<file path="src/rtl/noc_link_receiver.sv">
// Credit-based NoC link sink: buffers incoming flits in a circular FIFO and presents them as a
// valid/ready stream, returning one credit per consumed flit. Optional: NOC_RX_OVERFLOW_CHECK_EN.
module noc_link_receiver #(
    parameter int FLIT_WIDTH   = 64,
    parameter int DEST_WIDTH   = 6,
    parameter int BUFFER_DEPTH = 8
) (
    input  logic                          clk_noc,
    input  logic                          rst_noc,
    input  logic [FLIT_WIDTH-1:0]         data_in,
    input  logic [DEST_WIDTH-1:0]         dest_in,
    input  logic                          is_tail_in,
    input  logic                          send_in,
    output logic                          credit_out,
    output logic                          out_valid,
    input  logic                          out_ready,
    output logic [FLIT_WIDTH-1:0]         out_data,
    output logic [DEST_WIDTH-1:0]         out_dest,
    output logic                          out_is_tail,
    output logic                          out_sop,
    output logic [$clog2(BUFFER_DEPTH):0] occupancy,
    output logic [15:0]                   pkt_count,
    output logic                          overflow_err
);

    localparam int PTR_W   = $clog2(BUFFER_DEPTH);
    localparam int OCC_W   = PTR_W + 1;
    localparam int ENTRY_W = FLIT_WIDTH + DEST_WIDTH + 1;
    localparam logic [OCC_W-1:0] FULL_LEVEL = OCC_W'(BUFFER_DEPTH);

    typedef enum logic {
        SOP  = 1'b0,
        BODY = 1'b1
    } pkt_state_t;

    logic [ENTRY_W-1:0] r_mem [BUFFER_DEPTH];
    logic [PTR_W-1:0]   r_wr_ptr;
    logic [PTR_W-1:0]   r_rd_ptr;
    logic [OCC_W-1:0]   r_occ;
    logic               r_credit;
    logic [15:0]        r_pkt_count;
    pkt_state_t         r_state;
    pkt_state_t         w_state_next;

    logic               w_valid;
    logic               w_pop;
    logic               w_push;
    logic [ENTRY_W-1:0] w_head;

    assign w_valid = (r_occ != '0);
    assign w_pop   = w_valid && out_ready;

`ifdef NOC_RX_OVERFLOW_CHECK_EN
    logic w_full;
    logic w_drop;
    logic r_overflow;

    // A same-cycle pop frees the slot, so only a push into a full FIFO with no pop is dropped.
    assign w_full = (r_occ == FULL_LEVEL);
    assign w_drop = send_in && w_full && !w_pop;
    assign w_push = send_in && !w_drop;

    always_ff @(posedge clk_noc or posedge rst_noc) begin
        if (rst_noc) begin
            r_overflow <= 1'b0;
        end else if (w_drop) begin
            r_overflow <= 1'b1;
        end
    end

    assign overflow_err = r_overflow;
`else
    assign w_push       = send_in;
    assign overflow_err = 1'b0;
`endif

    always_ff @(posedge clk_noc) begin
        if (w_push) begin
            r_mem[r_wr_ptr] <= {data_in, dest_in, is_tail_in};
        end
    end

    always_ff @(posedge clk_noc or posedge rst_noc) begin
        if (rst_noc) begin
            r_wr_ptr <= '0;
            r_rd_ptr <= '0;
            r_occ    <= '0;
        end else begin
            if (w_push) begin
                r_wr_ptr <= r_wr_ptr + PTR_W'(1);
            end
            if (w_pop) begin
                r_rd_ptr <= r_rd_ptr + PTR_W'(1);
            end
            case ({w_push, w_pop})
                2'b10:   r_occ <= r_occ + OCC_W'(1);
                2'b01:   r_occ <= r_occ - OCC_W'(1);
                default: r_occ <= r_occ;
            endcase
        end
    end

    assign w_head      = r_mem[r_rd_ptr];
    assign out_data    = w_head[ENTRY_W-1 -: FLIT_WIDTH];
    assign out_dest    = w_head[DEST_WIDTH:1];
    assign out_is_tail = w_head[0];
    assign out_valid   = w_valid;
    assign occupancy   = r_occ;

    // Credit is a registered copy of the pop strobe, so it lands one cycle after the pop.
    always_ff @(posedge clk_noc or posedge rst_noc) begin
        if (rst_noc) begin
            r_credit    <= 1'b0;
            r_pkt_count <= '0;
        end else begin
            r_credit <= w_pop;
            if (w_pop && out_is_tail) begin
                r_pkt_count <= r_pkt_count + 16'd1;
            end
        end
    end

    assign credit_out = r_credit;
    assign pkt_count  = r_pkt_count;

    always_ff @(posedge clk_noc or posedge rst_noc) begin
        if (rst_noc) begin
            r_state <= SOP;
        end else begin
            r_state <= w_state_next;
        end
    end

    always_comb begin
        w_state_next = r_state;
        if (w_pop) begin
            case (r_state)
                SOP:     w_state_next = out_is_tail ? SOP : BODY;
                BODY:    w_state_next = out_is_tail ? SOP : BODY;
                default: w_state_next = SOP;
            endcase
        end
    end

    assign out_sop = (r_state == SOP) && w_valid;

endmodule

</file>
<file path="config.mk">
export PLATFORM = sky130hd
export DESIGN_NAME = noc_link_receiver
export DESIGN_NICKNAME = d
export VERILOG_FILES = /design/src/rtl/noc_link_receiver.sv
export SDC_FILE = /design/constraint.sdc
export NUM_CORES = 1
export LEC_CHECK = 0
export BUFFER_PORTS_ARGS = -buffer_cell sky130_fd_sc_hd__buf_2
export CORE_ASPECT_RATIO = 0.9
export CORE_MARGIN = 1.5
export CORE_UTILIZATION = 55
export CTS_CLUSTER_DIAMETER = 50
export DETAILED_ROUTE_END_ITERATION = 16
export HOLD_SLACK_MARGIN = 0.06
export MAX_ROUTING_LAYER = met4
export PLACE_DENSITY = 0.71
export SYNTH_ARGS = -nofsm -noshare
export SYNTH_HDL_FRONTEND = slang
export SYNTH_SLANG_ARGS = --single-unit
export TNS_END_PERCENT = 100
</file>
<file path="constraint.sdc">
create_clock -name clk_noc -period 8.3 [get_ports clk_noc]
set_input_delay 0.83 -clock clk_noc [delete_from_list [all_inputs] [get_ports clk_noc]]
set_output_delay 0.83 -clock clk_noc [all_outputs]
set_load 0.02 [all_outputs]
</file>
======== After elaboration in Yosys (flattened, before gate mapping) ========
Memory sizes are Yosys's and may differ from the RTL's.
Index checks and enable logic that the tools add are counted.
word-level totals
  register bits ........................... 28
  latch bits .............................. 0
  RAM bits ................................ 568
  memory bits (read-only) ................. 0
  bits of input ports ..................... 75
  output and inout port bits .............. 95
  logic and storage cells ................. 24
  memories ................................ 1
memory list
  memory  words  bits a word  rd ports  clocked after memory_dff  write ports  RTL line  source
  r_mem   8      71           1         0                         1            36        logic [ENTRY_W-1:0] r_mem [BUFFER_DEPTH];
operators by class
  $add $sub $neg .......................... 5
  multiply operators ...................... 0
  div/mod/pow operators ................... 0
  $lt $le $gt $ge ......................... 0
  equality and inequality tests ........... 2
  shift-type cells ........................ 0
  muxes and demuxes ....................... 4
  bitwise logic cells ..................... 1
  reduce and logical (&&, ||, !) cells .... 5
operators by type and width
  operator               number
  $add 16x1->16 const B  1
  $pmux 4 s2             1
  $add 3x1->3 const B    2
  $add 4x1->4 const B    1
  $reduce_bool 4->1      1
  $sub 4x1->4 const B    1
  $logic_and 1x1->1      3
  $mux 1                 3
  $eq 2x1->1 const B     1
  $eq 2x2->1 const B     1
  $reduce_bool 2->1      1
  $not 1->1              1

======== Longest topological paths before layout ========
  depth after elaboration ................. 4
  gate-level depth with buffers ........... 10
  gate-level depth less buffers ........... 8

======== Least setup slack after synthesis ========
No wires, ideal clock.
  path type ............................... input to register
  start ................................... input send_in
  end ..................................... memory r_mem[0][0] (netlist bit) (enable)
  library setup time ...................... 0.587 ns
  arrival time ............................ 5.744 ns
  data required time ...................... 7.713 ns
  slack ................................... 1.968 ns
  stages .................................. 2
  buffers on the path ..................... 0
  path through ............................ nand2b_1 nor3_1
on the way
  longest elaborated chain between the ends .. 2
ends and longest elaborated chain
  item                          RTL line  source
  start: declaration            13        input logic send_in,
  $mux 1                        78        if (w_push) begin
  $mux 1 (implied by the code)  79        r_mem[r_wr_ptr] <= {data_in, dest_in, is_tail_in};
  end: declaration              36
No other way between the ends.

======== Worst setup path in the final report ========
  start ................................... register r_rd_ptr[0]
  end ..................................... output out_data[61]
on the way
  longest elaborated chain between the ends .. 1
ends and longest elaborated chain
  item                      RTL line  source
  start: declaration        38        logic [PTR_W-1:0] r_rd_ptr;
  start signal: assignment  93        r_rd_ptr <= r_rd_ptr + PTR_W'(1);
  $mem_v2 8x71              -
  end: declaration          17        output logic [FLIT_WIDTH-1:0] out_data,
No other way between the ends.

==> qor.yml <==
synth_edf_count: 568
switching_share_pct: 30.2
fin_area_sq_um: 26200
synthMostInstantiatedCell: "edfxtp_1"
core-area_sq_um: 40700
syn_to_final_growth_pct: 15.5
vias_per_cell: 5.79
h-tree-depth: 2
required_ns: 7.47
overflow: 0
rsz0062_at_grt: "false"
dp_hpwl_mm: 22.6
final_nets: 1243
cts_tree: "built"
power_frac_clock_pct: 28.5
netSwitchingPower_uw: 2910
cellPowerDensity_nw_per_um2: 367
crit_buf_inv: 2
crit_chain: "buf_4 > mux4_2 > mux2_2 > buf_2"
firstDrtPassIters: 4
critical_path.top_delay_family: "flip-flops"
cts_resized: 0
ys_types: 39
synth_top_area_cell: "edfxtp_1"
setup-violations-final: 0
grt_pass1_vias: 10600
hold_buffers: 0
ys_async_sr_fraction_pct: 4.70
cp_slowest_cell: "dfrtp_4"
cts_buffers: 57
finalCriticalPeriod_ns: 4.52
drt_drc_violations_left: 0
post_cts_buffers: 0
avgRoutedWirePerCell_um: 24.4
peakVddDrop_mv: 0.208
wl_mm: 42.7
maxSlewHeadroom_pct: 30.2
reg2reg_depth: 6
worst_pin_slew_ns: 1.05
grt_max_degree: 69
ys_seq_area_share_pct: 78.1
pwr-share-seq_pct: 42.0
die_w_um: 217
synth_seq_cells: 596
fill_cells: 2687
root_buffer: "clkbuf_16"
arrival_ns: 3.69
track_usage_pct: 21.4
clock-sinks: 596
syn_area_sq_um: 22700
ys_warn_count: 0
synthCells: 956
ioPinCount: 170
p_int_uw: 6730
maxSlewViolCount: 0
cp-start-kind: "flop"
power.total_uw: 9630
die_y_um: 196
grt_pass1_wl_mm: 64.8
insertion_delay_ns: 0.60
hp-class: "input pin to asynchronous set/reset pin"
start_util_pct: 55.8
ant_nets: 0
place_area_sq_um: 24200
drt_iter0_markers: 789
vias: 10200
endpoint_kind: "output port"
finalHoldViolations: 0
drive_gt1_share_pct: 42.1
antenna_found_initial: 6
ys.flop_type: "edfxtp_1"
max_stage_delay_ns: 1.12
clock_path_buffers: 3
worstSetupPathType: "flop to output port"
synth_top_area_share_pct: 75.1
path_max_fanout: 51
fmax_mhz: 221
status: "finished, final reports clean"
finalSetupTns_ns: 0
std_cell_rows: 70
maxCapViolCount: 0
syn_nets: 1037
gp_congestion: 0.782
finalCritPeriodShare_pct: 54.4
fin_worst_skew_ns: 0.0258
ys_top_cells_by_count: "edfxtp_1, mux4_2, mux2_2"
p_leak_uw: 0.00876
synthTopCellsByArea: "edfxtp_1, mux4_2, mux2_2"
share_comb_of_total_power_pct: 29.6
die-area_sq_um: 42500
clk_pin_slew_ns: 0.06
port_buffers: 168
cp_num_cells: 4
avgSynthCellArea_sq_um: 23.8
## final cells by class
| cell class | instances | area, sq um | share of cell area (%) |
|---|---|---|---|
| Inverter | 3 | 11.3 | 0.0429 |
| Multi-Input combinational cell | 314 | 4750 | 18.1 |
| Sequential cell | 596 | 17800 | 67.7 |
| Antenna cell | 6 | 15.0 | 0.0572 |
| Tap cell | 540 | 676 | 2.58 |
| Timing Repair Buffer | 190 | 1010 | 3.83 |
| Clock buffer | 61 | 1440 | 5.49 |
| Clock inverter | 44 | 569 | 2.17 |
## state kept, by name, indices dropped and copies added (netlist names)
| name | count |
|---|---|
| pkt_count | 16 |
| r_mem | 568 |
| r_wr_ptr | 3 |
| r_state | 1 |
| credit_out | 1 |
| occupancy | 4 |
| r_rd_ptr | 3 |
## cells by family after synthesis
kind of cell / after synthesis / synth area share [%]
other cells: 1 / 0.0165
buf+inv: 46 / 1.19
flops: 596 / 78.1
compound gates: 6 / 0.176
mux: 218 / 17.7
simple gates: 59 / 1.45
fa+ha+maj: 6 / 0.330
xor+xnor: 24 / 0.958
## layer usage
metal	wire, um	vias up	track usage, %
li1	-	4455	-
met1	18600	5376	29.0
met2	21100	244	33.3
met3	2160	76	4.22
met4	877	0	6.56
met5	0	-	-
## metrics by stage
step	hold WS [ns]	util [%]	instances	setup slack [ns]
global route	0.289	64.4	1754	3.45
detailed placement	0.460	59.4	1643	4.30
global placement	0.465	59.4	1643	4.32
CTS	0.254	64.4	1748	3.63
finish	0.283	64.4	1754	3.78
floorplan	0.465	-	956	1.97
## power groups by stage
stage / logic (uW) / clock network, uW / registers (uW)
3_3_place_gp: 2870 / 0 / 4090
2_1_floorplan: 2180 / 0 / 4000
3_5_place_dp: 2900 / 0 / 4110
5_1_grt: 3050 / 2910 / 4090
6_report: 2850 / 2740 / 4040
4_1_cts: 2910 / 2800 / 4050
## worst reg2reg max path, cell delays in order (launching register included)
cell and delay, ns:
dfrtp_4 0.79, buf_4 0.75, nor2_1 0.11, nand2_1 0.14, nand4_4 0.19, or4_4 0.59
xnor2_2 0.14
## worst paths after layout
path | from | to | slack [ns]
worst min-delay path | rst_noc | r_state$_DFFE_PP0N_ | 0.28
worst max register to register | r_rd_ptr[2]$_DFFE_PP0N_ | pkt_count[10]$_DFFE_PP0P_ | 5.47
worst max-delay path | r_rd_ptr[0]$_DFFE_PP0N_ | out_data[61] | 3.78
min in group clk_noc | pkt_count[15]$_DFFE_PP0P_ | pkt_count[15]$_DFFE_PP0P_ | 0.48
worst min register to register | pkt_count[15]$_DFFE_PP0P_ | pkt_count[15]$_DFFE_PP0P_ | 0.48
max in group asynchronous | rst_noc | r_rd_ptr[2]$_DFFE_PP0N_ | 7.70
## cell usage in the layout, fill, tap and decap left out, types with 5 or more instances in the layout
cell | Yosys | layout
buf_2 | 10 | 168
buf_4 | 1 | 22
bufinv_16 | 0 | 13
clkbuf_16 | 0 | 57
clkinv_1 | 0 | 10
clkinv_2 | 0 | 10
clkinv_4 | 0 | 5
dfrtp_1 | 28 | 25
diode_2 | 0 | 6
edfxtp_1 | 568 | 568
ha_1 | 6 | 6
mux2_2 | 72 | 72
mux4_2 | 140 | 140
nand2_1 | 13 | 13
nand3_1 | 9 | 9
nor2_4 | 0 | 6
nor4_1 | 5 | 5
xnor2_1 | 12 | 12
xor2_1 | 11 | 11
(Power assumes the default switching activity.)
